**src/rtl/lsu_mem_master.sv**
```systemverilog
// lsu_mem_master
// Load/store initiator between the MEM stage and a word-wide data memory.
// One request in flight at a time. Sub-word loads are lane-extracted and
// extended; SB/SH are built by read-modify-write because the memory has no
// byte enables. Misaligned or illegal-size requests complete as faults
// without touching memory.
//
//   state  | meaning
//   -------+-------------------------------------------------------------
//   IDLE   | ready for a request; no memory access
//   LOAD   | memory read; selected lane captured into rsp_rdata
//   RMW_RD | memory read for SB/SH; merged word registered
//   WRITE  | single memory write (merged word or full SW data)
//   RESP   | one-cycle completion pulse, not misaligned
//   FAULT  | one-cycle completion pulse, misaligned, no memory access
//
// Memory outputs are pure decodes of state and the latched request, so
// pulling reset mid-operation removes any pending write immediately.

module lsu_mem_master #(
  parameter int DATA_WIDTH = 32,
  parameter int ADDR_WIDTH = 32
) (
  input  logic                  clk,
  input  logic                  rst,
  input  logic                  req_valid,
  output logic                  req_ready,
  input  logic                  req_we,
  input  logic [1:0]            req_size,
  input  logic                  req_unsigned,
  input  logic [ADDR_WIDTH-1:0] req_addr,
  input  logic [DATA_WIDTH-1:0] req_wdata,
  output logic                  rsp_valid,
  output logic [DATA_WIDTH-1:0] rsp_rdata,
  output logic                  rsp_misaligned,
  output logic                  mem_valid,
  output logic                  mem_we,
  output logic [ADDR_WIDTH-1:0] mem_addr,
  output logic [DATA_WIDTH-1:0] mem_wdata,
  input  logic [DATA_WIDTH-1:0] mem_rdata
);

  localparam logic [1:0] SZ_BYTE = 2'b00;
  localparam logic [1:0] SZ_HALF = 2'b01;
  localparam logic [1:0] SZ_WORD = 2'b10;

  typedef enum logic [2:0] {
    S_IDLE,
    S_LOAD,
    S_RMW_RD,
    S_WRITE,
    S_RESP,
    S_FAULT
  } state_t;

  state_t state;
  state_t state_nxt;

  logic                  lat_we;
  logic [1:0]            lat_size;
  logic                  lat_unsigned;
  logic [ADDR_WIDTH-1:0] lat_addr;
  logic [DATA_WIDTH-1:0] lat_wdata;
  logic [DATA_WIDTH-1:0] merge_q;

  logic                  accept;
  logic                  req_fault;
  logic [ADDR_WIDTH-1:0] word_addr;
  logic [7:0]            load_byte;
  logic [15:0]           load_half;
  logic [DATA_WIDTH-1:0] load_ext;
  logic [DATA_WIDTH-1:0] merge_word;

  assign accept    = (state == S_IDLE) && req_valid;
  assign word_addr = {lat_addr[ADDR_WIDTH-1:2], 2'b00};

  // Alignment / size check on the incoming request, evaluated at accept.
  always_comb begin
    req_fault = 1'b0;
    case (req_size)
      SZ_BYTE: req_fault = 1'b0;
      SZ_HALF: req_fault = req_addr[0];
      SZ_WORD: req_fault = (req_addr[1:0] != 2'b00);
      default: req_fault = 1'b1;
    endcase
  end

  // State register.
  always_ff @(posedge clk or posedge rst) begin
    if (rst) begin
      state <= S_IDLE;
    end else begin
      state <= state_nxt;
    end
  end

  // Next-state and output decode.
  always_comb begin
    state_nxt      = state;
    req_ready      = 1'b0;
    mem_valid      = 1'b0;
    mem_we         = 1'b0;
    mem_addr       = '0;
    mem_wdata      = '0;
    rsp_valid      = 1'b0;
    rsp_misaligned = 1'b0;
    case (state)
      S_IDLE: begin
        req_ready = 1'b1;
        if (req_valid) begin
          if (req_fault) begin
            state_nxt = S_FAULT;
          end else if (!req_we) begin
            state_nxt = S_LOAD;
          end else if (req_size == SZ_WORD) begin
            state_nxt = S_WRITE;
          end else begin
            state_nxt = S_RMW_RD;
          end
        end
      end
      S_LOAD: begin
        mem_valid = 1'b1;
        mem_addr  = word_addr;
        state_nxt = S_RESP;
      end
      S_RMW_RD: begin
        mem_valid = 1'b1;
        mem_addr  = word_addr;
        state_nxt = S_WRITE;
      end
      S_WRITE: begin
        mem_valid = 1'b1;
        mem_we    = 1'b1;
        mem_addr  = word_addr;
        mem_wdata = (lat_size == SZ_WORD) ? lat_wdata : merge_q;
        state_nxt = S_RESP;
      end
      S_RESP: begin
        rsp_valid = 1'b1;
        state_nxt = S_IDLE;
      end
      S_FAULT: begin
        rsp_valid      = 1'b1;
        rsp_misaligned = 1'b1;
        state_nxt      = S_IDLE;
      end
      default: begin
        state_nxt = S_IDLE;
      end
    endcase
  end

  // Request latch, loaded only on accept so it is stable for the whole operation.
  always_ff @(posedge clk or posedge rst) begin
    if (rst) begin
      lat_we       <= 1'b0;
      lat_size     <= 2'b00;
      lat_unsigned <= 1'b0;
      lat_addr     <= '0;
      lat_wdata    <= '0;
    end else if (accept) begin
      lat_we       <= req_we;
      lat_size     <= req_size;
      lat_unsigned <= req_unsigned;
      lat_addr     <= req_addr;
      lat_wdata    <= req_wdata;
    end
  end

  // Lane selection and sign/zero extension of the read word.
  always_comb begin
    load_byte = mem_rdata[7:0];
    case (lat_addr[1:0])
      2'd0:    load_byte = mem_rdata[7:0];
      2'd1:    load_byte = mem_rdata[15:8];
      2'd2:    load_byte = mem_rdata[23:16];
      default: load_byte = mem_rdata[31:24];
    endcase
    load_half = lat_addr[1] ? mem_rdata[31:16] : mem_rdata[15:0];
    case (lat_size)
      SZ_BYTE: load_ext = {{(DATA_WIDTH-8){load_byte[7] & ~lat_unsigned}}, load_byte};
      SZ_HALF: load_ext = {{(DATA_WIDTH-16){load_half[15] & ~lat_unsigned}}, load_half};
      default: load_ext = mem_rdata;
    endcase
  end

  // Read word with the target byte/half lane replaced by the store data.
  always_comb begin
    merge_word = mem_rdata;
    if (lat_size == SZ_BYTE) begin
      case (lat_addr[1:0])
        2'd0:    merge_word[7:0]   = lat_wdata[7:0];
        2'd1:    merge_word[15:8]  = lat_wdata[7:0];
        2'd2:    merge_word[23:16] = lat_wdata[7:0];
        default: merge_word[31:24] = lat_wdata[7:0];
      endcase
    end else if (lat_addr[1]) begin
      merge_word[31:16] = lat_wdata[15:0];
    end else begin
      merge_word[15:0] = lat_wdata[15:0];
    end
  end

  // Merged word holds between the RMW read and the write.
  always_ff @(posedge clk or posedge rst) begin
    if (rst) begin
      merge_q <= '0;
    end else if (state == S_RMW_RD) begin
      merge_q <= merge_word;
    end
  end

  // Response data: updated on the same edge the completion pulse starts,
  // then held until the next response.
  always_ff @(posedge clk or posedge rst) begin
    if (rst) begin
      rsp_rdata <= '0;
    end else if (state == S_LOAD) begin
      rsp_rdata <= load_ext;
    end else if ((state == S_WRITE) || (accept && req_fault)) begin
      rsp_rdata <= '0;
    end
  end

endmodule
```
**config.mk**
```make
export PLATFORM = sky130hd
export DESIGN_NAME = lsu_mem_master
export DESIGN_NICKNAME = d
export VERILOG_FILES = /design/src/rtl/lsu_mem_master.sv
export SDC_FILE = /design/constraint.sdc
export NUM_CORES = 1
export LEC_CHECK = 0
export ABC_AREA = 1
export ABC_CLOCK_PERIOD_IN_PS = 8800
export CAP_MARGIN = 25
export CORE_MARGIN = 5
export CORE_UTILIZATION = 52
export DETAILED_ROUTE_END_ITERATION = 6
export GPL_TIMING_DRIVEN = 0
export PLACE_DENSITY = 0.95
export SKIP_LAST_GASP = 1
export SYNTH_ARGS = -nofsm -noshare
export SYNTH_HDL_FRONTEND = slang
export SYNTH_SLANG_ARGS = --single-unit
```
**constraint.sdc**
```tcl
create_clock -name clk -period 8.8 [get_ports clk]
set_clock_uncertainty 0.2 [all_clocks]
set_input_delay 1.32 -clock clk [delete_from_list [all_inputs] [get_ports clk]]
set_output_delay 1.32 -clock clk [all_outputs]
set_load 0.03 [all_outputs]
```
==> Word level (Yosys, flattened, before mapping) <==
Cells that the tools add are included.
{ "totals": {"regBits": 134, "output_inout_bits": 101, "wordCells": 61, "in_bits": 103} }
{ "classes": {"reduce_logical": 13, "mux": 26, "bitwise": 3, "eq_ne": 12} }
{ "op_table": {"columns": ["operator", "n"], "rows": [
  ["32-bit two-way mux", 6],
  ["32-bit one-hot mux with 2 select lines", 1],
  ["16-bit two-way mux", 3],
  ["8-bit two-way mux", 4],
  ["8-bit one-hot mux with 3 select lines", 1],
  ["3-bit one-hot mux with 3 select lines", 1],
  ["2-bit by 1-bit equality test with 1-bit output, second input constant", 3],
  ["2-bit equality test, second input constant", 3],
  ["3-bit by 2-bit equality test with 1-bit output, second input constant", 2],
  ["3-bit equality test, second input constant", 2],
  ["2-bit zero test", 3],
  ["1-bit two-way mux", 6],
  ["3-bit two-way mux", 2],
  ["3-bit OR reduction", 2],
  ["2-bit nonzero test", 2],
  ["2-bit OR reduction", 2],
  ["3-bit by 1-bit equality test with 1-bit output, second input constant", 1],
  ["3-bit zero test", 1],
  ["1-bit one-hot mux with 3 select lines", 1],
  ["1-bit bitwise AND", 2],
  ["1-bit logical AND", 2],
  ["2-bit two-way mux", 1],
  ["2-bit inequality test, second input constant", 1],
  ["1-bit logical OR", 1],
  ["1-bit NOT", 1]
]} }

==> Depth between registers and ports, before layout <==
Gate-level depths: netlist of the first run.
{ "depth": {"word_depth": 6, "depth_mapped": 9, "ltp_nobuf": 7} }

==> Worst setup path before layout of the first run <==
Ideal clock, no wire load.
{ "synth_path": {"kind": "flip-flop to output port", "start": "register state[2]", "end": "output port mem_wdata[25]", "arrival_time_ns": 1.680, "slack_ns": 5.600, "path_buffers": 1, "t_required_ns": 7.280, "stages_incl_launch_ff": 7, "cell_sequence": "dfrtp_1 > nor2_1 > inv_2 > nor2_1 > buf_2 > o21ai_0 > a21oi_1"} }
{ "synth_between": {"elab_chain_cells": 2} }
{ "synth_lines": {"columns": ["item", "line", "text"], "rows": [
  ["start: declaration", "56", "state_t state;"],
  ["start signal: assignment", "93", "state <= state_nxt;"],
  ["3-bit by 2-bit equality test with 1-bit output", "107", "case (state)"],
  ["32-bit two-way mux", "107", null],
  ["end: declaration", "39", "output logic [DATA_WIDTH-1:0] mem_wdata,"]
]} }
Every way passes these cells.

==> Final worst setup path of the first run <==
{ "layout_path": {"start": "register state[0]", "end": "output port mem_wdata[29]"} }
Same word-level chain as after synthesis.

==> out/results.txt, run 1 <==
outcome - completed
Netlist cell types - 27
Leak Pwr - 4.64 nW
CTS buffer count - 17
Die X - 128 um
DRC - 0
most common cell after layout, fill and taps aside - nand2_1
fin. max-slew vios - 0
largest net degree at the start of global routing - 75
Die Area - 16300 um^2
fmax - 220 MHz
initial antenna violation count - 1
Setup crit end kind - output port
Synth Cell Area - 7200 um^2
Pre-antenna DRT Iters - 6
critical path startpoint category - flop
antenna cells - 0
H-tree depth - 4
vias post-DR - 7982
TritonCTS clock tree - done
clk buf depth - 2
num rows - 43
Port Buffers - 201
crit path max fanout - 10
sequential fraction of the synthesis area - 46.6%
grt total ovfl - 0
Max VDD drop - 0.264 mV
most frequent cells in the layout - nand2_1, clkdlybuf4s50_1, o21ai_0
PD cells - 373 nW/um^2
core area - 13700 um^2
DPL Wire Length - 19900 um
Clock Latency Late Sink - 0.42 ns
GP Congestion - 1.00
I/O pin total - 204
post-layout min period - 4.55 ns
WS Path Type - flop to output port
Max-Cap Viols - 0
final hold vios - 0
number of global-route vias before repair - 7915
Post-CTS Resized - 0
Mapped Avg Cell Area - 7.27 um^2
Post-layout nets - 1316
WP data arrival - 3.03 ns
Synth-to-Final Area Change - 40.0%
Placed Area - 9480 um^2
Gate Count Post-Synth - 991
GRT Util Overall - 33.0%
TritonCTS Sinks - 134
Vias/cell - 5.68
global-route wire length before repair - 41800 um
antenna-violating nets left - 0
setup TNS - 0 ns
Syn. warnings - 0
Post-CTS Hold Fix Bufs - 0
postcts setup bufs - 0
fin area - 10100 um^2
RSZ-0062 raised after global routing - no
routed len/inst - 19.1 um
ratio of cells with drive above 1 in the final layout - 6.69%
Die Y - 128 um
CTS Root Cell - clkbuf_16
First DRT Iteration DRCs - 942
Initial Util - 52.5%
Worst-Margin Slew - 0.675 ns
final wirelength - 26800 um
Worst EP required - 7.28 ns
final setup fails - 0
CTS clock-pin slew for the worst setup and hold paths - 0.06 ns
slew margin rel. - 54.9%
min-delay worst type - flop to flop
flops & latches, synth - 134
final worst-path cycle share - 51.7%
-- cell type report --
| cell class | count | area [um^2] |
|---|---|---|
| Multi-Input combinational cell | 705 | 3220 |
| Clock buffer | 19 | 433 |
| Fill cell | 1047 | 3640 |
| Sequential cell | 134 | 3350 |
| Clock inverter | 13 | 171 |
| Buffer | 67 | 310 |
| Inverter | 86 | 330 |
| Timing Repair Buffer | 202 | 2040 |
| Tap cell | 180 | 225 |
-- metal layers --
layer | GRT usage [%] | vias to the layer above | part of all wire, %
li1 | - | 3680 | -
met3 | 7.29 | 116 | 9.1
met5 | 0 | - | 0.052
met4 | 17.5 | 2 | 5.3
met2 | 52.0 | 465 | 46
met1 | 42.7 | 3719 | 39
-- Yosys cell counts (all sizes together) --
cell | number | area [um^2]
buf | 39 | 205
nand4 | 1 | 6.26
mux2 | 3 | 33.8
conb | 1 | 3.75
o211ai | 7 | 52.6
nor2 | 92 | 355
nand2 | 255 | 960
inv | 85 | 322
nand3 | 64 | 345
clkbuf | 28 | 105
o21ai | 170 | 851
o21a | 6 | 45.0
o22ai | 7 | 43.8
nor3 | 1 | 5.00
a2bb2oi | 7 | 61.3
clkinv | 1 | 3.75
dfrtp | 134 | 3350
a21oi | 90 | 450
-- through the flow --
step                hold WS (ns)  utilization (%)  total power [W]  setup WS (ns)  cells
global route               0.307             73.5          0.00400           4.14   1406
global placement           0.259             68.8          0.00292           1.95   1373
CTS                        0.284             73.5          0.00373           4.31   1406
floorplan                  0.244                -          0.00227           3.70    992
detailed placement         0.270             69.1          0.00297           4.76   1374
finish                     0.287             73.5          0.00376           4.25   1406
-- power by group --
group          internal (W)  switching (W)  total, W
registers          0.000903       0.000153   0.00106
clock network      0.000450       0.000287  0.000737
logic              0.000651        0.00131   0.00196
total               0.00200        0.00175   0.00376
-- flip-flops by register name, indices dropped and copies added (netlist names) --
| signal | flops |
|---|---|
| lat_unsigned | 1 |
| merge_q | 32 |
| rsp_rdata | 32 |
| state | 3 |
| lat_size | 2 |
| lat_addr | 32 |
| lat_wdata | 32 |
-- worst max-delay path, cell delays in order, from the launching register on --
cell and delay (ns):
dfrtp_1 0.38, inv_2 0.05, nor2_1 0.16, inv_2 0.12
nor2_1 0.54, buf_2 0.32, o21ai_0 0.15, a21oi_1 0.17
clkdlybuf4s50_1 0.71
-- logic make-up after synthesis --
kind of cell | after synthesis | share of synthesized area [%]
buffers and inverters | 153 | 8.83
other | 1 | 0.0521
AND/OR/NAND/NOR | 413 | 23.2
flip-flops | 134 | 46.6
multiplexers | 3 | 0.469
AO/OA/AOI/OAI | 287 | 20.9
-- path summary, 6_finish.rpt --
| kind | slack, ns | cells past startpoint | end | startpoint |
|---|---|---|---|---|
| min reg2reg | 0.29 | 2 | merge_q[6] | merge_q[6] |
| min in group asynchronous | 1.14 | 2 | lat_addr[13] | rst |
| min | 0.29 | 2 | merge_q[6] | merge_q[6] |
| max reg2reg | 6.72 | 7 | lat_addr[0] | state[1] |
| max in group asynchronous | 6.51 | 3 | merge_q[14] | rst |
| max | 4.25 | 8 | mem_wdata[29] | state[0] |
Note: power is estimated with default switching activity, not from simulation.
==> inputs of run 2 (changes only) <==
Settings changed: ABC_CLOCK_PERIOD_IN_PS 8800 to 4440, CORE_UTILIZATION 52 to 49, PLACE_DENSITY 0.95 to 0.93.
Clock period 8.8 ns to 4.44 ns, I/O delays scaled along.
==> run 2 against run 1 <==
Net effect: the run now ends with design-rule violations left; worst setup slack worse by 3.7 ns; utilization down 3.5 points; count of clock-buffer cells in the layout up 3; largest cell class unchanged; die area up 5.6%; combinational power up 98%; non-clock buffer count up 2.
==> out/results.txt, run 2 (same netlist as run 1, synthesis figures left out) <==
WS Path Type - flop to output port
Crit Reg-Reg Startpoint - lat_addr[1]
GRT met3 Usage - 6.69% (-0.60 points)
Post-CTS Hold Fix Bufs - 0 (unchanged)
Clock Latency Late Sink - 0.43 ns (about the same)
failing checks - design-rule violations
H-tree depth - 4 (unchanged)
Worst-Margin Slew - 0.652 ns (-0.0223 ns)
crit path max fanout - 10 (unchanged)
fin cells - 1412 (+0.43%)
Int Power - 0.00402 W (+100%)
fmax - 258 MHz
HP Start - merge_q[31]
GP Congestion - 0.998 (-0.62%)
core area - 14500 um^2 (+5.5%)
outcome - finished, violations left
post-layout min period - 3.88 ns
setup TNS - 0 ns (unchanged)
final wirelength - 26800 um (-0.23%)
fin area - 10100 um^2 (+0.48%)
CTS clock-pin slew for the worst setup and hold paths - 0.06 ns (about the same)
final setup fails - 0 (unchanged)
Fill cells - 1171 (+12%)
final hold vios - 0 (unchanged)
global-route wire length before repair - 42000 um (+0.46%)
initial antenna violation count - 0 (-1)
grt total ovfl - 0 (unchanged)
Setup crit end kind - output port
Hold EP - merge_q[31]
slew margin rel. - 56.4% (+1.5 points)
fin. max-slew vios - 0 (unchanged)
clk buf depth - 2 (unchanged)
Max-Cap Viols - 0 (unchanged)
Vias/cell - 5.61 (-1.2%)
Post-CTS Resized - 0 (unchanged)
DRC - 12 (+12)
Hold Slack - 0.277 ns (-0.00953 ns)
slack of the worst reg-to-reg path - 2.39 ns (-4.33 ns)
Die X - 131 um (+2.8%)
worst hold path cell count - 2 (unchanged)
antenna cells - 0 (unchanged)
number of global-route vias before repair - 7773 (-1.8%)
WP data arrival - 3.01 ns (-0.02 ns)
routed len/inst - 19.0 um (-0.65%)
Largest stage delay, worst path - 0.69 ns (-0.02 ns)
antenna-violating nets left - 0 (unchanged)
worst-case reg-to-reg path depth - 6 (-1)
GRT Max-Usage Layer - met2
I/O pin total - 204 (unchanged)
most common cell after layout, fill and taps aside - nand2_1
postcts setup bufs - 0 (unchanged)
dpl cells - 1380 (+0.44%)
NetSw - 0.00344 W (+96%)
Max VDD drop - 0.383 mV (+45%)
Initial Util - 49.7% (-2.8 points)
Die Area - 17200 um^2 (+5.6%)
RSZ-0062 raised after global routing - no
Pre-antenna DRT Iters - 7 (+1)
Sequential Power Share - 28.0% (about the same)
GRT Util Overall - 30.6% (-2.4 points)
Worst EP required - 3.57 ns (-3.71 ns)
TritonCTS Sinks - 134 (unchanged)
Leak Pwr - 4.66 nW (+0.51%)
ratio of cells with drive above 1 in the final layout - 6.84% (+0.15 points)
largest net degree at the start of global routing - 45 (-40%)
First DRT Iteration DRCs - 906 (-3.8%)
min-delay worst type - flop to flop
CP cell instances - buf_2, inv_4, nor2_2, clkbuf_1, o21ai_0, nor2_1, clkdlybuf4s50_1
Synth-to-Final Area Change - 40.6%
PD cells - 736 nW/um^2 (+98%)
Die Y - 131 um (+2.8%)
CTS buffer count - 17 (unchanged)
met2 usage - 49.2% (-2.8 points)
GR Util met1 - 40.0% (-2.7 points)
critical path startpoint category - flop
num rows - 44 (+2.3%)
CP max stage cell - clkdlybuf4s50_1
Gate power share - 52.1% (-0.2 points)
Sw Share - 46.1% (-0.50 points)
CTS Root Cell - clkbuf_16
DPL Wire Length - 19900 um (-0.29%)
Placed Area - 9510 um^2 (+0.38%)
FF-to-FF End - merge_q[27]
vias post-DR - 7917 (-0.81%)
Clock power frac - 19.9% (+0.3 points)
final worst-path cycle share - 87.4%
Port Buffers - 201 (unchanged)
Post-layout nets - 1318 (+0.15%)
TritonCTS clock tree - done
most frequent cells in the layout - nand2_1, clkdlybuf4s50_1, o21ai_0
## run 2: cell types whose count changed in the layout (fill, tap and decap cells not counted), sizes merged
| cell | before | now |
|---|---|---|
| clkbuf | 47 | 50 |
| buf | 40 | 42 |
| inv | 89 | 87 |
| clkinv | 5 | 4 |
## run 2: layer usage
metal,vias to the layer above,share of wire (%)
met5,-,0
met4,0,4.4
met3,92,9.2
met2,464,46
met1,3678,40
li1,3683,-
## run 2: power groups by stage
stage | Clock (W) | Combinational (W) | Sequential, W
global route | 0.00154 | 0.00424 | 0.00214
CTS | 0.00148 | 0.00384 | 0.00208
finish | 0.00148 | 0.00389 | 0.00209
global placement | 0 | 0.00373 | 0.00207
detailed placement | 0 | 0.00380 | 0.00208
floorplan | 0 | 0.00229 | 0.00220
## run 2: how the worst max path moves through the flow
| stage | slack, ns | from | depth (start not counted) | to |
|---|---|---|---|---|
| CTS | 0.62 | lat_size[1] | 7 | mem_wdata[18] |
| global route | 0.47 | lat_size[1] | 7 | mem_wdata[18] |
| finish | 0.56 | lat_size[1] | 7 | mem_wdata[18] |
| floorplan | 1.89 | state[2] | 6 | mem_wdata[25] |
| detailed placement | 1.06 | lat_size[1] | 7 | mem_wdata[18] |
| global placement | 0.75 | rst | 2 | rsp_rdata[8] |
## run 2: stage by stage
stage | power (W) | util (%) | setup WS (ns)
floorplan | 0.00449 | - | 1.89
global placement | 0.00580 | 65.3 | 0.747
detailed placement | 0.00588 | 65.7 | 1.06
CTS | 0.00740 | 70.0 | 0.619
global route | 0.00791 | 70.0 | 0.466
finish | 0.00746 | 70.0 | 0.561
## run 2: layout make-up
class,instances,area (um^2),share of cell area (%)
Tap cell,184,230,2.27
Inverter,86,329,3.25
Multi-Input combinational cell,705,3220,31.8
Clock buffer,22,474,4.68
Clock inverter,10,143,1.41
Timing Repair Buffer,204,2070,20.5
Sequential cell,134,3350,33.1
Buffer,67,310,3.06
## run 2: worst max-delay path, delay by kind of cell, from the launching register on
family	cells	cell delay, ns
compound gates	1	0.17
buf+inv	4	1.52
flops	1	0.31
simple gates	2	0.58
==> inputs of run 3 (changes only) <==
Settings changed: GPL_ROUTABILITY_DRIVEN from default to 0.
==> run 3 against run 2 <==
Net effect: the run still ends with design-rule violations left; register-to-register slack got worse by 0.02 ns; sequential share of layout area grew 0.16 points; total power decreased by 1.9%; critical path type unchanged; highest routed layer unchanged.
==> out/results.txt, run 3 (same netlist as run 1, synthesis figures left out) <==
worst hold path cell count - 2 (unchanged)
Die X - 131 um (unchanged)
Setup crit end kind - output port
TritonCTS Sinks - 134 (unchanged)
Port Buffers - 201 (unchanged)
Pre-antenna DRT Iters - 7 (unchanged)
Sw Share - 47.2% (+1.0 points)
slack of the worst reg-to-reg path - 2.37 ns (-0.02 ns)
most frequent cells in the layout - nand2_1, clkdlybuf4s50_1, o21ai_0
Placed Area - 9510 um^2 (unchanged)
final wirelength - 25500 um (-4.8%)
HP Start - merge_q[31]
crit path max fanout - 10 (unchanged)
Critical Path Source - lat_size[1]
worst setup margin - 0.632 ns (+0.0716 ns)
fin area - 10100 um^2 (-0.47%)
CTS Root Cell - clkbuf_16
Gate power share - 52.8% (+0.7 points)
num rows - 44 (unchanged)
grt total ovfl - 0 (unchanged)
Post-CTS Resized - 0 (unchanged)
clk buf depth - 2 (unchanged)
outcome - finished, violations left
DPL Wire Length - 19100 um (-4.1%)
final setup fails - 0 (unchanged)
dpl ws - 1.13 ns (+0.0783 ns)
fin. max-slew vios - 0 (unchanged)
Crit Reg-Reg Startpoint - lat_addr[1]
Die Y - 131 um (unchanged)
antenna-violating nets left - 0 (unchanged)
Hold EP - merge_q[31]
CTS clock-pin slew for the worst setup and hold paths - 0.06 ns (about the same)
Storage cell area - 3350 um^2 (unchanged)
NetSw - 0.00345 W (+0.29%)
antenna cells - 0 (unchanged)
most common cell after layout, fill and taps aside - nand2_1
core area - 14500 um^2 (unchanged)
Max VDD drop - 0.392 mV (+2.5%)
worst-case reg-to-reg path depth - 6 (unchanged)
TritonCTS clock tree - done
Synth-to-Final Area Change - 40.0%
PD cells - 726 nW/um^2 (-1.4%)
min-delay worst type - flop to flop
Max-Cap Viols - 0 (unchanged)
ratio of cells with drive above 1 in the final layout - 7.00% (+0.16 points)
final hold vios - 0 (unchanged)
Post-CTS Hold Fix Bufs - 0 (unchanged)
FF-to-FF End - merge_q[26]
Int Power - 0.00386 W (-3.8%)
slew margin rel. - 57.3% (+0.95 points)
largest net degree at the start of global routing - 44 (-2.2%)
Final Core Density - 69.6% (-0.33 points)
CTS buffer count - 17 (unchanged)
RSZ-0062 raised after global routing - no
global-route wire length before repair - 40700 um (-3.2%)
failing checks - design-rule violations
Vias/cell - 5.60 (about the same)
GRT Util Overall - 29.2% (-1.4 points)
setup TNS - 0 ns (unchanged)
Worst-Margin Slew - 0.640 ns (-0.0118 ns)
Sequential Power Share - 28.4% (+0.4 points)
Multi-input gate area - 3220 um^2 (unchanged)
final worst-path cycle share - 85.8% (-1.6 points)
initial antenna violation count - 0 (unchanged)
postcts setup bufs - 0 (unchanged)
DRC - 68 (+56)
Fill cells - 1117 (-4.6%)
Die Area - 17200 um^2 (unchanged)
Post-layout nets - 1318 (unchanged)
WS Path Type - flop to output port
routed len/inst - 18.1 um (-4.8%)
Clock power frac - 18.8% (-1.1 points)
I/O pin total - 204 (unchanged)
Worst EP required - 3.57 ns (about the same)
critical path startpoint category - flop
Initial Util - 49.7% (unchanged)
WP data arrival - 2.94 ns (-0.07 ns)
Clock Latency Late Sink - 0.42 ns (about the same)
vias post-DR - 7914 (-0.038%)
fmax - 263 MHz (+1.9%)
Leak Pwr - 4.63 nW (-0.73%)
post-layout min period - 3.81 ns (-0.0716 ns)
First DRT Iteration DRCs - 939 (+3.6%)
H-tree depth - 4 (unchanged)
number of global-route vias before repair - 7709 (-0.82%)
==> run 3: cell types whose count changed in the layout (fill, tap and decap cells not counted), sizes merged <==
cell,previous run,this run
bufinv,3,1
inv,87,90
clkinv,4,5
clkinvlp,2,5
clkbuf,50,45
==> run 3: per-layer routing <==
layer  wire length [um]  GRT usage (%)  up-vias
met3               3000           10.0      122
met2              11400           44.8      501
met4               1300           14.0        0
li1                   -              -     3684
met1               9820           37.2     3607
met5                  0              0        -
==> run 3: per-stage QoR <==
step | total power (W) | std cells | hold WS, ns
after floorplan | 0.00449 | 992 | 0.244
after global placement | 0.00572 | 1377 | 0.260
after detailed placement | 0.00584 | 1380 | 0.262
after CTS | 0.00724 | 1412 | 0.279
after global routing | 0.00778 | 1412 | 0.298
final | 0.00732 | 1412 | 0.277
==> run 3: how the worst max path moves through the flow <==
stage | endpoint | slack [ns]
6_report | mem_wdata[18] | 0.63
5_1_grt | mem_wdata[18] | 0.50
4_1_cts | mem_wdata[18] | 0.68
3_5_place_dp | mem_wdata[18] | 1.13
3_3_place_gp | rsp_rdata[1] | 0.74
2_1_floorplan | mem_wdata[25] | 1.89
==> run 3: power groups by stage <==
stage / clock [W] / sequential [W] / combinational (W)
finish: 0.00138 / 0.00208 / 0.00386
global route: 0.00144 / 0.00213 / 0.00420
CTS: 0.00139 / 0.00207 / 0.00378
detailed placement: 0 / 0.00208 / 0.00375
global placement: 0 / 0.00207 / 0.00365
floorplan: 0 / 0.00220 / 0.00229
==> run 3: layout make-up <==
class | count | share of cell area [%]
Inverter | 86 | 3.26
Clock inverter | 15 | 1.43
Sequential cell | 134 | 33.3
Timing Repair Buffer | 204 | 20.6
Buffer | 67 | 3.08
Tap cell | 184 | 2.28
Clock buffer | 17 | 4.22
Multi-Input combinational cell | 705 | 31.9
==> run 3: critical path: stages (launching register included) <==
cell and delay, ns:
dfrtp_1 0.31, buf_2 0.19, inv_4 0.10, nor2_2 0.41
clkbuf_1 0.49, o21ai_0 0.19, nor2_1 0.12, clkdlybuf4s50_1 0.70
